File: config.mk
export PLATFORM = sky130hd
export DESIGN_NAME = start_screen_ctrl_flat
export DESIGN_NICKNAME = d
export VERILOG_FILES = /design/src/rtl/start_screen_ctrl_if.sv /design/src/rtl/start_screen_ctrl.sv /design/src/flat_wrapper.sv
export SDC_FILE = /design/constraint.sdc
export NUM_CORES = 1
export LEC_CHECK = 0
export CAP_MARGIN = 20
export CORE_MARGIN = 2
export CORE_UTILIZATION = 48
export DETAILED_ROUTE_END_ITERATION = 7
export PLACE_DENSITY = 0.84
export SYNTH_ARGS = -nofsm -noshare
export SYNTH_HDL_FRONTEND = slang
export SYNTH_SLANG_ARGS = --single-unit
File: constraint.sdc
create_clock -name CLK -period 2.2 [get_ports CLK]
set_clock_uncertainty 0.1 [all_clocks]
set_input_delay 0.44 -clock CLK [delete_from_list [all_inputs] [get_ports CLK]]
set_output_delay 0.44 -clock CLK [all_outputs]
set_load 0.01 [all_outputs]
File: src/rtl/start_screen_ctrl_if.sv
// Bundle between the title/game-flow controller, the keyboard/game logic and the text overlay.
// master = controller side, slave = consumer side.
interface start_screen_ctrl_if;
    logic [7:0] keycode;
    logic       game_over;
    logic       Start_Text;
    logic       game_run;
    logic       game_reset;
    logic [1:0] countdown;
    logic [1:0] state_dbg;

    modport master (
        input  keycode,
        input  game_over,
        output Start_Text,
        output game_run,
        output game_reset,
        output countdown,
        output state_dbg
    );

    modport slave (
        output keycode,
        output game_over,
        input  Start_Text,
        input  game_run,
        input  game_reset,
        input  countdown,
        input  state_dbg
    );
endinterface

File: src/rtl/start_screen_ctrl.sv
// Title-screen / countdown / play / game-over flow controller.
// Blinks the start prompt on frame ticks and hands off to game logic after a countdown.
module start_screen_ctrl #(
    parameter int unsigned BLINK_FRAMES     = 30,
    parameter logic [7:0]  START_KEY        = 8'h28,
    parameter int unsigned COUNT_STEPS      = 3,
    parameter int unsigned COUNT_FRAMES     = 60,
    parameter int unsigned OVER_HOLD_FRAMES = 120
) (
    input  logic CLK,
    input  logic RESET,
    input  logic frame_clk,
    start_screen_ctrl_if.master bus
);

    localparam int unsigned MAX_BC = (BLINK_FRAMES > COUNT_FRAMES) ? BLINK_FRAMES : COUNT_FRAMES;
    localparam int unsigned MAX_F  = (MAX_BC > OVER_HOLD_FRAMES) ? MAX_BC : OVER_HOLD_FRAMES;
    localparam int unsigned CNT_W  = (MAX_F > 1) ? $clog2(MAX_F) : 1;

    localparam logic [CNT_W-1:0] BLINK_LAST = CNT_W'(BLINK_FRAMES - 1);
    localparam logic [CNT_W-1:0] COUNT_LAST = CNT_W'(COUNT_FRAMES - 1);
    localparam logic [CNT_W-1:0] OVER_LAST  = CNT_W'(OVER_HOLD_FRAMES - 1);
    localparam logic [CNT_W-1:0] CNT_ONE    = CNT_W'(1);

    typedef enum logic [1:0] {
        S_TITLE = 2'd0,
        S_COUNT = 2'd1,
        S_PLAY  = 2'd2,
        S_OVER  = 2'd3
    } state_t;

    state_t           state_q, state_n;
    logic [CNT_W-1:0] cnt_q, cnt_n;
    logic             blink_q, blink_n;
    logic [1:0]       countdown_q, countdown_n;
    logic             text_q, text_n;
    logic             run_q, run_n;
    logic             greset_q, greset_n;

    logic       frame_meta, frame_sync, frame_prev, frame_tick;
    logic [7:0] key_prev;
    logic       key_hit_c;

    // frame_clk crosses into CLK: 2-FF sync, edge detect, registered tick
    always_ff @(posedge CLK or negedge RESET) begin
        if (!RESET) begin
            frame_meta <= 1'b0;
            frame_sync <= 1'b0;
            frame_prev <= 1'b0;
            frame_tick <= 1'b0;
        end else begin
            frame_meta <= frame_clk;
            frame_sync <= frame_meta;
            frame_prev <= frame_sync;
            frame_tick <= frame_sync & ~frame_prev;
        end
    end

    // Reset value START_KEY keeps a key held through reset from counting as a press
    always_ff @(posedge CLK or negedge RESET) begin
        if (!RESET) key_prev <= START_KEY;
        else        key_prev <= bus.keycode;
    end

    assign key_hit_c = (bus.keycode == START_KEY) && (key_prev != START_KEY);

    always_ff @(posedge CLK or negedge RESET) begin
        if (!RESET) begin
            state_q     <= S_TITLE;
            cnt_q       <= '0;
            blink_q     <= 1'b1;
            countdown_q <= 2'd0;
            text_q      <= 1'b1;
            run_q       <= 1'b0;
            greset_q    <= 1'b0;
        end else begin
            state_q     <= state_n;
            cnt_q       <= cnt_n;
            blink_q     <= blink_n;
            countdown_q <= countdown_n;
            text_q      <= text_n;
            run_q       <= run_n;
            greset_q    <= greset_n;
        end
    end

    // Next state and next registered outputs; the shared frame counter clears on every entry
    always_comb begin
        state_n     = state_q;
        cnt_n       = cnt_q;
        blink_n     = blink_q;
        countdown_n = countdown_q;
        text_n      = text_q;
        run_n       = run_q;
        greset_n    = 1'b0;

        unique case (state_q)
            S_TITLE: begin
                text_n      = blink_q;
                run_n       = 1'b0;
                countdown_n = 2'd0;
                if (key_hit_c) begin
                    state_n     = S_COUNT;
                    cnt_n       = '0;
                    greset_n    = 1'b1;
                    countdown_n = 2'(COUNT_STEPS);
                    text_n      = 1'b0;
                end else if (frame_tick) begin
                    if (cnt_q == BLINK_LAST) begin
                        cnt_n   = '0;
                        blink_n = ~blink_q;
                        text_n  = ~blink_q;
                    end else begin
                        cnt_n = cnt_q + CNT_ONE;
                    end
                end
            end

            S_COUNT: begin
                text_n = 1'b0;
                run_n  = 1'b0;
                if (frame_tick) begin
                    if (cnt_q == COUNT_LAST) begin
                        cnt_n = '0;
                        // The step that would show 0 starts play instead
                        if (countdown_q <= 2'd1) begin
                            state_n     = S_PLAY;
                            countdown_n = 2'd0;
                            run_n       = 1'b1;
                        end else begin
                            countdown_n = countdown_q - 2'd1;
                        end
                    end else begin
                        cnt_n = cnt_q + CNT_ONE;
                    end
                end
            end

            S_PLAY: begin
                text_n      = 1'b0;
                run_n       = 1'b1;
                countdown_n = 2'd0;
                if (bus.game_over) begin
                    state_n = S_OVER;
                    cnt_n   = '0;
                    run_n   = 1'b0;
                    text_n  = 1'b1;
                end
            end

            S_OVER: begin
                text_n      = 1'b1;
                run_n       = 1'b0;
                countdown_n = 2'd0;
                if (frame_tick) begin
                    if (cnt_q == OVER_LAST) begin
                        state_n = S_TITLE;
                        cnt_n   = '0;
                        blink_n = 1'b1;
                    end else begin
                        cnt_n = cnt_q + CNT_ONE;
                    end
                end
            end

            default: begin
                state_n = S_TITLE;
                cnt_n   = '0;
                blink_n = 1'b1;
                text_n  = 1'b1;
                run_n   = 1'b0;
            end
        endcase
    end

    assign bus.Start_Text = text_q;
    assign bus.game_run   = run_q;
    assign bus.game_reset = greset_q;
    assign bus.countdown  = countdown_q;
    assign bus.state_dbg  = 2'(state_q);

endmodule

File: src/flat_wrapper.sv
// flat-port wrapper written by rule: the top's interface ports become plain ports
module start_screen_ctrl_flat 
#(
    parameter int unsigned BLINK_FRAMES     = 30,
    parameter logic [7:0]  START_KEY        = 8'h28,
    parameter int unsigned COUNT_STEPS      = 3,
    parameter int unsigned COUNT_FRAMES     = 60,
    parameter int unsigned OVER_HOLD_FRAMES = 120
)
  (CLK, RESET, frame_clk, bus_keycode, bus_game_over, bus_Start_Text, bus_game_run, bus_game_reset, bus_countdown, bus_state_dbg);
  start_screen_ctrl_if bus_i ();
  input  logic CLK;
  input  logic RESET;
  input  logic frame_clk;
  input wire logic [$bits(bus_i.keycode)-1:0] bus_keycode;
  input wire logic [$bits(bus_i.game_over)-1:0] bus_game_over;
  output wire logic [$bits(bus_i.Start_Text)-1:0] bus_Start_Text;
  output wire logic [$bits(bus_i.game_run)-1:0] bus_game_run;
  output wire logic [$bits(bus_i.game_reset)-1:0] bus_game_reset;
  output wire logic [$bits(bus_i.countdown)-1:0] bus_countdown;
  output wire logic [$bits(bus_i.state_dbg)-1:0] bus_state_dbg;
  assign bus_i.keycode = bus_keycode;
  assign bus_i.game_over = bus_game_over;
  assign bus_Start_Text = bus_i.Start_Text;
  assign bus_game_run = bus_i.game_run;
  assign bus_game_reset = bus_i.game_reset;
  assign bus_countdown = bus_i.countdown;
  assign bus_state_dbg = bus_i.state_dbg;
  start_screen_ctrl #(.BLINK_FRAMES(BLINK_FRAMES), .START_KEY(START_KEY), .COUNT_STEPS(COUNT_STEPS), .COUNT_FRAMES(COUNT_FRAMES), .OVER_HOLD_FRAMES(OVER_HOLD_FRAMES)) u_core (.CLK(CLK), .RESET(RESET), .frame_clk(frame_clk), .bus(bus_i));
endmodule
# Yosys cells after proc, flatten, opt, wreduce, memory -nomap -nowiden
# Index checks and enable logic that the tools add are counted.
[word_totals] output_inout_bits=7 reg_bits=27 in_bits=12
[classes] order_cmp=1 n_addsub=2 eq_ne=17 n_reduce_logical=9 bitwise=3 muxes=38
[ops] operator="$mux W7" count=8
[ops] operator="$pmux W7 S4" count=1
[ops] operator="$mux W2" count=11
[ops] operator="$mux W1" count=13
[ops] operator="$ne A2 B1 Y1 const B" count=6
[ops] operator="$eq A8 B6 Y1 const B" count=1
[ops] operator="$ne A8 B6 Y1 const B" count=1
[ops] operator="$pmux W2 S4" count=1
[ops] operator="$reduce_and A4 Y1" count=2
[ops] operator="$add A7 B1 Y7 const B" count=1
[ops] operator="$eq A7 B5 Y1 const B" count=1
[ops] operator="$eq A7 B6 Y1 const B" count=1
[ops] operator="$eq A7 B7 Y1 const B" count=1
[ops] operator="$reduce_and A7 Y1" count=1
[ops] operator="$pmux W2 S3" count=1
[ops] operator="$eq A2 B2 Y1 const B" count=2
[ops] operator="$ne A2 B2 Y1 const B" count=2
[ops] operator="$pmux W1 S4" count=1
[ops] operator="$reduce_or A2 Y1" count=2
[ops] operator="$ne A3 B1 Y1 const B" count=1
[ops] operator="$pmux W1 S3" count=1
[ops] operator="$eq A2 B1 Y1 const B" count=1
[ops] operator="$le A2 B1 Y1 const B" count=1
[ops] operator="$logic_not A2 Y1" count=1
[ops] operator="7 further kinds" count=8

# Logic depth before layout (Yosys ltp)
[logic_depth] ltp_word=5 mapped_depth=8 ltp_nobuf=7

# Least setup slack after synthesis
# No wires, ideal clock.
[synth_timing] path_kind="register to register" startpoint="register u_core.state_q[0], in the netlist u_core.bus.state_dbg[0]" endpoint="register u_core.cnt_q[0]" setup_ps=125 stages_incl_launch_ff=9 required_ps=1975 t_arrival_ps=1891 n_path_buf=1 setup_slack_ps=84 path_cell_list="dfrtp_1 inv_1 ha_1 clkbuf_1 nand2b_1 a41oi_1 a311oi_4 nor2_2 mux2_2"
[synth_between] elab_chain_len=3
[synth_lines] element="start, declared" line_no="start_screen_ctrl.sv:32" text="state_t state_q, state_n;"
[synth_lines] element="start signal, assigned" line_no="start_screen_ctrl.sv:77" text="state_q <= state_n;"
[synth_lines] element="$eq A2 B2 Y1 (tied with other cells)" line_no="start_screen_ctrl.sv:97" text="unique case (state_q)"
[synth_lines] element="$ne A2 B2 Y1 (no line) (tied with other cells)"
[synth_lines] element="$reduce_and A4 Y1 (no line)"
[synth_lines] element="end signal, assigned" line_no="start_screen_ctrl.sv:78" text="cnt_q <= cnt_n;"
[synth_lines] element="end, declared" line_no="start_screen_ctrl.sv:33" text="logic [CNT_W-1:0] cnt_q, cnt_n;"
# Parallel ways exist; a longest one is shown, timed or not.
# A chain may end at the register's enable or synchronous reset.

# Worst setup path in the final report
[layout_timing] startpoint="register u_core.key_prev[3]" endpoint="register u_core.cnt_q[2]"
[layout_between] elab_chain_len=4
[layout_lines] element="start, declared" line_no="start_screen_ctrl.sv:41" text="logic [7:0] key_prev;"
[layout_lines] element="start signal, assigned" line_no="start_screen_ctrl.sv:62" text="else key_prev <= bus.keycode;"
[layout_lines] element="$ne A8 B6 Y1 (*)" line_no="start_screen_ctrl.sv:65" text="assign key_hit_c = (bus.keycode == START_KEY) && (key_prev != START_KEY);"
[layout_lines] element="$logic_and A1 B1 Y1 (*)" line_no="start_screen_ctrl.sv:65"
[layout_lines] element="$ne A3 B1 Y1 (no line) / $mux W7 (equally long branches)"
[layout_lines] element="$reduce_and A4 Y1 (no line) / $pmux W7 S4 (equally long branches)"
# Mark *: on every way between the ends. The rest lies on a longest branch, timed or not.

==> impl_metrics.tcl <==
set metrics [dict create \
    outcome "finished clean" \
    clock_latency_ns 0.33 \
    fin_util_pct 64.8 \
    synth-seq-area-share_pct 49.4 \
    dr.pass1.iters 4 \
    relSlewSlack_pct 71.1 \
    synth-async-reset-ratio_pct 100 \
    path_class "flip-flop to flip-flop" \
    final_nets 179 \
    crit_slowest_cell "dfstp_2" \
    synth-edff-count 0 \
    cap_violations 0 \
    crit_path_end_kind "flip-flop" \
    grt_antenna_before_repair 0 \
    clkSinkCount 27 \
    clockBufferDepth 2 \
    syn_inst 123 \
    power_uw 979 \
    worst-path-max-fanout 7 \
    worstPathRequired_ns 2.34 \
    core_sq_um 2730 \
    pwr-share-clk_pct 22.3 \
    grtUsageMet3_pct 3.85 \
    leakage_nw 0.755 \
    cts-htree-levels 1 \
    rsz0062_at_grt "true" \
    placement.cell_area_sq_um 1670 \
    period_share_pct 97.8 \
    setup_viol 0 \
    clock.fmax_mhz 465 \
    cp_top_family "compound AO/OA/AOI/OAI gates" \
    holdBufCountCts 0 \
    grt_max_degree 28 \
    synth-seq-cells 27 \
    drt_iter0_drc 38 \
    syn-cell-area_sq_um 1380 \
    grt_overflow 0 \
    dp.cells 181 \
    p_sw_share_pct 28.3 \
    antennaDiodeCount 0 \
    max-vdd-ir-drop_v 0.000477 \
    die_h_microns 57.6 \
    grt_pass1_wl_microns 4660 \
    hpwl_microns 1960 \
    synthDistinctLibCells 46 \
    route.detailed.drc 0 \
    synth_top_flop_cell "dfrtp_1" \
    ant_nets 0 \
    grt_use_total_pct 18.2 \
    finalSetupTns_ns 0 \
    power_density_nw_per_um2 553 \
    power_switching_uw 277 \
    arrival_ns 2.29 \
    tightestPinTransition_ns 0.433 \
    period_needed_ns 2.15 \
    layout.cells.non_filler 190 \
    r2r_slack_ns 0.05 \
    ctsRootBufferMaster "clkbuf_4" \
    worst_setup_path_start_kind "flip-flop" \
    hold_class "input port to flip-flop" \
    cts_made_buffers 3 \
    vias 1106 \
    use_met1_pct 20.9 \
    totalWireLength_microns 2730 \
    initial_utilization_pct 50.4 \
    area_growth_pct 28.5 \
    die_w_microns 57.6 \
    yosysWarnings 0 \
    gp_congestion 0.845 \
    grt-busiest-layer "met2" \
    intPower_uw 702 \
    tritoncts "done" \
    vias_per_cell 5.82 \
    io_pins 19 \
    p_seq_share_pct 60.4 \
    die_area_sq_um 3310 \
    final_area_sq_um 1770 \
    io_buffers 18 \
    placementRows 19 \
    finalHoldViolations 0 \
    power_frac_comb_pct 17.3 \
    wl_per_cell_microns 14.4 \
    synth.avg_cell_area_sq_um 11.2 \
    first_global_vias 1089 \
    timing.critical_path.buf_inv 2 \
    gr-usage-met2_pct 33.4 \
    cts.clk_slew.worst_paths_ns 0.15 \
    drive_gt1_share_pct 24.5 \
    synthesis.nets 142 \
    final_max_slew_viol_count 0 \
    slowest_delay_ns 0.54 \
    crit_chain "or4b_4 > o211ai_4 > a31oi_1 > buf_4 > buf_6 > a32o_1" \
]
==> metal layers <==
metal	share of wire, %	routed length (microns)	vias to the layer above
met4	1.4	38	0
met5	0	0	-
met2	51	1400	33
li1	-	-	528
met1	43	1170	540
met3	4.4	121	5
==> worst paths after layout <==
check | start | end | depth (start not counted)
worst max-delay path | u_core.key_prev[3] | u_core.cnt_q[2] | 6
worst min-delay path | bus_keycode[4] | u_core.key_prev[4] | 1
worst max register to register | u_core.key_prev[3] | u_core.cnt_q[2] | 6
worst min register to register | u_core.frame_meta | u_core.frame_sync | 0
max in group asynchronous | RESET | u_core.key_prev[3] | 2
min in group asynchronous | RESET | u_core.bus.game_run | 2
==> kinds of logic after synthesis <==
kind of cell | after synthesis | synth area share, %
and+or+nand+nor | 42 | 18.9
adders and majority gates | 7 | 6.36
xor gates and xnor gates | 1 | 0.636
muxes | 3 | 2.63
AOI/OAI and AO/OA | 33 | 19.3
buffers and inverters | 10 | 2.72
DFF | 27 | 49.4
==> Yosys cell counts (2+ instances only) <==
cell type	instances	area (sq um)
dfstp_2	4	105
or3_1	3	18.8
nor4b_2	2	30.0
nand2_1	7	26.3
o21bai_1	2	15.0
nand4_1	2	12.5
nand3_1	3	15.0
ha_1	7	87.6
nor3_1	2	10.0
o31ai_1	2	15.0
nor2_1	8	30.0
nor2b_1	4	25.0
a21oi_1	4	20.0
dfrtp_1	23	576
nand2b_1	2	12.5
o21ai_1	4	20.0
o21ai_0	3	15.0
inv_1	9	33.8
a22o_1	4	35.0
a211oi_1	2	15.0
==> power groups by stage <==
stage	Sequential, mW	Combinational [mW]	Clock, mW
global placement	0.596	0.136	0
floorplan	0.586	0.0854	0
global route	0.600	0.189	0.250
finish	0.591	0.170	0.218
detailed placement	0.600	0.144	0
CTS	0.590	0.145	0.226
==> through the flow <==
stage                     hold WS, ns  setup WS, ns
final                           0.202        0.0487
after global routing            0.199       -0.0523
after CTS                       0.282        0.0231
after detailed placement        0.249        -0.338
after global placement          0.237        -0.290
after floorplan                0.0444        0.0843
==> layout by cell type, fill, tap and decap left out, types with 2 or more instances in the layout <==
cell,count
dfrtp_1,23
clkdlybuf4s50_1,17
buf_4,14
inv_1,9
nor2_1,8
nand2_1,7
ha_1,6
a21oi_1,4
o21ai_1,4
a22o_1,4
dfstp_2,4
nor2b_1,3
or3_1,3
o21ai_0,3
nand3_1,3
clkbuf_4,3
nand2b_1,2
nand4_1,2
or4b_4,2
nor4b_4,2
a211oi_1,2
o21bai_1,2
o31ai_1,2
nor3_1,2
==> registers in the layout (all words and copies together) (netlist names) <==
register and flops:
u_core.key_prev 8, u_core.cnt_q 7, u_core.bus.countdown 2, u_core.bus.state_dbg 2, u_core.blink_q 1, u_core.bus.Start_Text 1
u_core.bus.game_reset 1, u_core.bus.game_run 1, u_core.frame_meta 1, u_core.frame_prev 1, u_core.frame_sync 1, u_core.frame_tick 1
==> what timing repair did <==
action,in CTS,in global routing
setup endpoints to repair,0,9
resized for setup,0,8
buffers inserted,0,5
==> cell type report <==
class,count,area (sq um)
well taps,31,38.8
inverters,9,33.8
repair buffers,33,299
multi-input cells,86,691
fillers,202,963
clock buffers,3,22.5
flip-flops and latches,27,681
clock inverters,1,5.00
Power figures use the tool's default switching activity.
